File: src/rtl/gb_fetch.sv
// gb_fetch: fetch stage that folds 0xCB prefixes and gathers immediates into one decoder bundle.
// Define GB_FETCH_PREFETCH_EN to fetch the next opcode byte into a 1-byte buffer while holding.
module gb_fetch #(
    parameter logic [15:0] RESET_PC = 16'h0000
) (
    input  logic        clk,
    input  logic        rst_n,
    output logic        mem_req,
    output logic [15:0] mem_addr,
    input  logic        mem_ack,
    input  logic [7:0]  mem_rdata,
    input  logic        pc_load,
    input  logic [15:0] pc_load_val,
    output logic        op_valid,
    input  logic        op_ready,
    output logic [7:0]  op,
    output logic        op_cb,
    output logic [15:0] imm,
    output logic [1:0]  imm_len,
    output logic [15:0] op_pc
);
    typedef enum logic [2:0] {FETCH_OP, FETCH_CB, FETCH_IMM_LO, FETCH_IMM_HI, HOLD} state_t;
    state_t state, nxt;
    logic [15:0] pc, src_pc;
    logic [7:0] src_byte;
    logic ack, take, op_go;
`ifdef GB_FETCH_PREFETCH_EN
    logic [7:0] pbuf;
    logic pbuf_v, pbuf_nv;
`endif

    function automatic logic [1:0] imm_bytes(input logic [7:0] b);
        case (b)
            8'h06, 8'h0E, 8'h16, 8'h1E, 8'h26, 8'h2E, 8'h36, 8'h3E,
            8'h10, 8'h18, 8'h20, 8'h28, 8'h30, 8'h38, 8'hC6, 8'hCE,
            8'hD6, 8'hDE, 8'hE6, 8'hEE, 8'hF6, 8'hFE, 8'hE0, 8'hF0,
            8'hE8, 8'hF8: imm_bytes = 2'd1;
            8'h01, 8'h11, 8'h21, 8'h31, 8'h08, 8'hC2, 8'hC3, 8'hCA,
            8'hD2, 8'hDA, 8'hC4, 8'hCC, 8'hCD, 8'hD4, 8'hDC, 8'hEA,
            8'hFA: imm_bytes = 2'd2;
            default: imm_bytes = 2'd0;
        endcase
    endfunction

    assign mem_addr = pc;
    assign ack = mem_req & mem_ack;
    assign take = op_valid & op_ready;

    // op_go marks an opcode byte being decoded, either fresh from the bus or from the prefetch buffer
    always_comb begin
        op_go = 1'b0;
        src_byte = mem_rdata;
        src_pc = pc;
        nxt = state;
`ifdef GB_FETCH_PREFETCH_EN
        pbuf_nv = pbuf_v;
`endif
        case (state)
            FETCH_OP: op_go = ack;
            FETCH_CB, FETCH_IMM_HI: nxt = ack ? HOLD : state;
            FETCH_IMM_LO: nxt = ack ? (imm_len == 2'd2 ? FETCH_IMM_HI : HOLD) : state;
            default: if (take) begin
`ifdef GB_FETCH_PREFETCH_EN
                op_go = pbuf_v | ack;
                src_byte = pbuf_v ? pbuf : mem_rdata;
                src_pc = pbuf_v ? pc - 16'd1 : pc;
                pbuf_nv = 1'b0;
`endif
                nxt = FETCH_OP;
            end
`ifdef GB_FETCH_PREFETCH_EN
            else if (ack) pbuf_nv = 1'b1;
`endif
        endcase
        if (op_go) nxt = src_byte == 8'hCB ? FETCH_CB : imm_bytes(src_byte) != 2'd0 ? FETCH_IMM_LO : HOLD;
        if (pc_load) nxt = FETCH_OP;
`ifdef GB_FETCH_PREFETCH_EN
        if (pc_load) pbuf_nv = 1'b0;
`endif
    end

    always_ff @(posedge clk or negedge rst_n) begin
        if (!rst_n) begin
            state <= FETCH_OP;
            pc <= RESET_PC;
            mem_req <= 1'b0;
            op_valid <= 1'b0;
            op <= 8'h00;
            op_cb <= 1'b0;
            imm <= 16'h0000;
            imm_len <= 2'd0;
            op_pc <= 16'h0000;
`ifdef GB_FETCH_PREFETCH_EN
            pbuf <= 8'h00;
            pbuf_v <= 1'b0;
`endif
        end else begin
            state <= nxt;
            op_valid <= nxt == HOLD;
`ifdef GB_FETCH_PREFETCH_EN
            mem_req <= nxt != HOLD || !pbuf_nv;
            pbuf_v <= pbuf_nv;
            if (state == HOLD && ack && !take) pbuf <= mem_rdata;
`else
            mem_req <= nxt != HOLD;
`endif
            if (pc_load) begin
                pc <= pc_load_val;
                op_cb <= 1'b0;
                imm <= 16'h0000;
            end else begin
                if (ack) pc <= pc + 16'd1;
                if (op_go) begin
                    op_pc <= src_pc;
                    op <= src_byte;
                    op_cb <= 1'b0;
                    imm <= 16'h0000;
                    imm_len <= imm_bytes(src_byte);
                end else if (state == HOLD && take) begin
                    op_cb <= 1'b0;
                    imm <= 16'h0000;
                end
                if (ack) begin
                    case (state)
                        FETCH_CB: begin
                            op <= mem_rdata;
                            op_cb <= 1'b1;
                            imm_len <= 2'd0;
                        end
                        FETCH_IMM_LO: imm <= {8'h00, mem_rdata};
                        FETCH_IMM_HI: imm[15:8] <= mem_rdata;
                        default: ;
                    endcase
                end
            end
        end
    end
endmodule
File: config.mk
export PLATFORM = sky130hd
export DESIGN_NAME = gb_fetch
export DESIGN_NICKNAME = d
export VERILOG_FILES = /design/src/rtl/gb_fetch.sv
export SDC_FILE = /design/constraint.sdc
export NUM_CORES = 1
export LEC_CHECK = 0
export ABC_CLOCK_PERIOD_IN_PS = 3500
export CORE_ASPECT_RATIO = 1.1
export CORE_UTILIZATION = 50
export CTS_CLUSTER_SIZE = 30
export DETAILED_ROUTE_END_ITERATION = 8
export PLACE_DENSITY = 0.9
export SKIP_CTS_REPAIR_TIMING = 1
export SYNTH_ARGS = -nofsm -noshare
export SYNTH_HDL_FRONTEND = slang
export SYNTH_SLANG_ARGS = --single-unit
File: constraint.sdc
create_clock -name clk -period 3.5 [get_ports clk]
set_clock_uncertainty 0.2 [all_clocks]
set_input_delay 0.35 -clock clk [delete_from_list [all_inputs] [get_ports clk]]
set_output_delay 0.35 -clock clk [all_outputs]
set_load 0.02 [all_outputs]
==> results.txt <==
After layout, the worst path uses 63.9% of the clock period. The flip-flop and latch count after synthesis came out at 64. The global routing usage summed across all routing layers came out at 25.5%. In this run the worst hold path is classified as flip-flop to flip-flop. The library cell used most frequently in the layout, excluding fill and tap cells, is clkdlybuf4s50_1. The mean cell area of the mapped netlist is 11.3 um^2. Detailed routing inserted a total of 2431 vias. The layer flagged by global routing as most heavily used is met2. After detailed routing, the total wire length is 7620 um.

The die covers 6230 um^2. The area of the core region came out at 5730 um^2. The cell count after synthesis came out at 262. The met2 demand-to-capacity share in global routing came out at 41.7%. Of the cells placed in the final design, the portion with a size suffix greater than 1 is 14.5%. The worst setup path is captured at a flip-flop. The total iterations of the first detailed-routing run came out at 4.

The number of antenna violations at the first check in global routing came to 0. After the last flow step, the layout net total stands at 383. The number of buffers inserted by port buffering came out at 89. The share of synthesized flip-flops with an asynchronous set or reset is 100%. The sum of overflow across all layers after global routing came out at 0. The largest net degree at the start of global routing came out at 51. The count of flip-flops with a built-in enable after synthesis came out at 0.

The worst hold path endpoint is imm[5]$_DFF_PN0_. The worst setup path is launched from an input port. The residual antenna-violating net count after detailed routing came out at 0. The shortest clock period the worst path allows after layout is 2.24 ns. The number of cells on the worst reg-to-reg path is 5.

The max capacitance violation total is 0. The count of non-filler cells in the finished layout is 435. The number of sinks driven by the clock tree came out at 64. Before CTS, the worst setup slack after placement is 0.904 ns. The via count of the first global-routing pass is 2386. The initial utilization of the core area, before any placement, comes to 51.6%.

The number of buffers inserted during clock tree synthesis came out at 9. The data required time of the worst path is 3.58 ns. In the final routed layout, each cell accounts on average for 17.5 um.

The signed area change from the synthesized netlist to the final layout came out at 39.0%. Setup slack closes at 1.26 ns. Measured against its own limit, the worst slew margin works out to 41.2%.

The TritonCTS clock tree is built. The worst path arrival time came out at 2.32 ns. The total count of hold-check failures in the final report came to 0. The cell count of the worst hold path is 1. The floorplan has 29 rows. Leaving out fill and tap cells, the most frequent cells in the layout are 87 x clkdlybuf4s50_1, 64 x dfrtp_1, 26 x nand2_1. The total count of max-transition violations in the final report came out at 0. In this run the biggest area consumer among cell types represents 54.1% of the synthesized area. The register-to-register setup slack came out at 1.37 ns. Sorting the synthesized cells by area gives the leading types as dfrtp_1 54%, mux2_2 9.1%, o21ai_0 4.2%, xor2_1 3.6%, nand2_1 3.3%. After clock tree synthesis, the clock-pin slew on the worst setup and hold paths is 0.07 ns. The number of vias per cell came out at 5.59. The number of antenna diodes in the final layout is 0.

The static leakage power came out at 1.72 nW. The final weighted congestion of routability-driven global placement came out at 0.878. Summed over all nets, the half-perimeter wirelength after detailed placement is 5150 um. The number of violations reported at the end of detailed-routing iteration 0 came out at 203. Setup repair after global routing left no endpoint under its margin. The count of endpoints failing setup in the final report came out at 0. The synthesized cell area came out at 2960 um^2. The number of placed instances with taps included came out at 418. The H-tree was split into 3 levels. The wire length of the first global-routing pass came out at 11500 um.

The total power density per cell area is 696 nW/um^2. The die outline width is 75.3 um. The global-route met1 utilization came out at 30.8%.

The buffer type at the clock tree root is clkbuf_8. Of the synthesized area, sequential elements account for 54.1%. The hold path startpoint is imm[5]$_DFF_PN0_.

The number of buffers on the longest clock path came out at 2. After routing, the total negative slack on setup checks comes to 0 ns. The worst register-to-register path begins at mem_req$_DFF_PN0_.

The overall power came out at 0.00286 W. The flip-flop cell with the highest count after synthesis is dfrtp_1. The clock latency reported for the late side of the worst-skew pair is 0.35 ns. The largest driver fanout on the critical path is 7. The critical path is of the input port to flip-flop type. The DRC violation count after routing is 0. The height of the die is 82.7 um. In this run the critical register-to-register path is captured at imm[4]$_DFF_PN0_. The run finished with clean final reports. The measured slew at the worst slew-check pin came out at 0.882 ns.

The top achievable clock speed came out at 447 MHz. The fraction of met3 tracks used by global routing came out at 8.25%. The tightest hold path in the finished design has a slack of 0.308 ns.

The number of different library cells in the post-synthesis netlist is 42. The count of pins on the block boundary came out at 90. The total nets after synthesis came out at 292.

The Yosys warning count is 0. The library cell occupying the most area in the post-synthesis netlist is dfrtp_1. The peak ir drop on the vdd network is 0.495 mV.
-- stage by stage --
step / instance area, um^2 / utilization, %
floorplan: 2960 / -
global placement: 3880 / 67.7
detailed placement: 3880 / 67.7
CTS: 4100 / 71.5
global route: 4110 / 71.7
finish: 4110 / 71.7
-- report_power, final --
part / switching [W] / internal, W / total [W]
sequential: 0.000157 / 0.000926 / 0.00108
clock: 0.000291 / 0.000419 / 0.000710
combinational: 0.000527 / 0.000541 / 0.00107
total: 0.000974 / 0.00189 / 0.00286
-- per-layer routing --
| layer | up-vias | routed length, um |
|---|---|---|
| met5 | - | 0 |
| met3 | 23 | 544 |
| met2 | 118 | 3810 |
| met4 | 0 | 184 |
| met1 | 1178 | 3080 |
| li1 | 1112 | - |
-- critical path, stage by stage --
cell and delay (ns):
clkdlybuf4s50_1 0.58, nand2_1 0.17, nor2_1 0.20, nand2_1 0.07
nor3_1 0.67, a22o_1 0.26
-- area by class of cell --
class                   instances  area [um^2]
flip-flops and latches         64         1600
clock buffers                  11          141
multi-input cells             182         1270
well taps                      77         96.3
repair buffers                 91          898
inverters                       5         18.8
clock inverters                 5         80.1
fillers                       421         1620
-- cells in the mapped netlist, drive strengths merged, types with 3 or more instances --
master  count
a22o        7
xor2       12
buf         5
xnor2       4
inv         5
mux2       24
and2        3
mux2i       3
dfrtp      64
nand4       6
o21ai      26
nand3b      3
nand3       8
nand2      26
a22oi       8
nor2       14
clkbuf      6
and3        5
a21oi       8
nor3        4
nor2b       4
-- kinds of logic after synthesis --
logic type	synth area share [%]
DFF	54.1
buffers and inverters	2.75
and+or+nand+nor	15.4
muxes	10.2
xor gates and xnor gates	4.74
adders and majority gates	0.423
AOI/OAI and AO/OA	12.4
-- how the worst max path moves through the flow --
stage                       from              endpoint  slack [ns]  cells after the start
2_1_floorplan  mem_req$_DFF_PN0_  op_pc[0]$_DFFE_PN0P_        1.51                      5
3_3_place_gp             mem_ack      imm[2]$_DFF_PN0_        1.05                      6
3_5_place_dp             mem_ack      imm[6]$_DFF_PN0_        0.90                      6
4_1_cts                  mem_ack      imm[4]$_DFF_PN0_        1.27                      6
5_1_grt                  mem_ack      imm[3]$_DFF_PN0_        1.14                      6
6_report                 mem_ack      imm[4]$_DFF_PN0_        1.26                      6
-- flip-flops by register name, summed over array words and instances (netlist names) --
register  count
imm_len       2
mem_req       1
op            8
op_cb         1
op_pc        16
op_valid      1
imm          16
mem_addr     16
state         3
No activity file was read; power rests on OpenSTA's default activity.
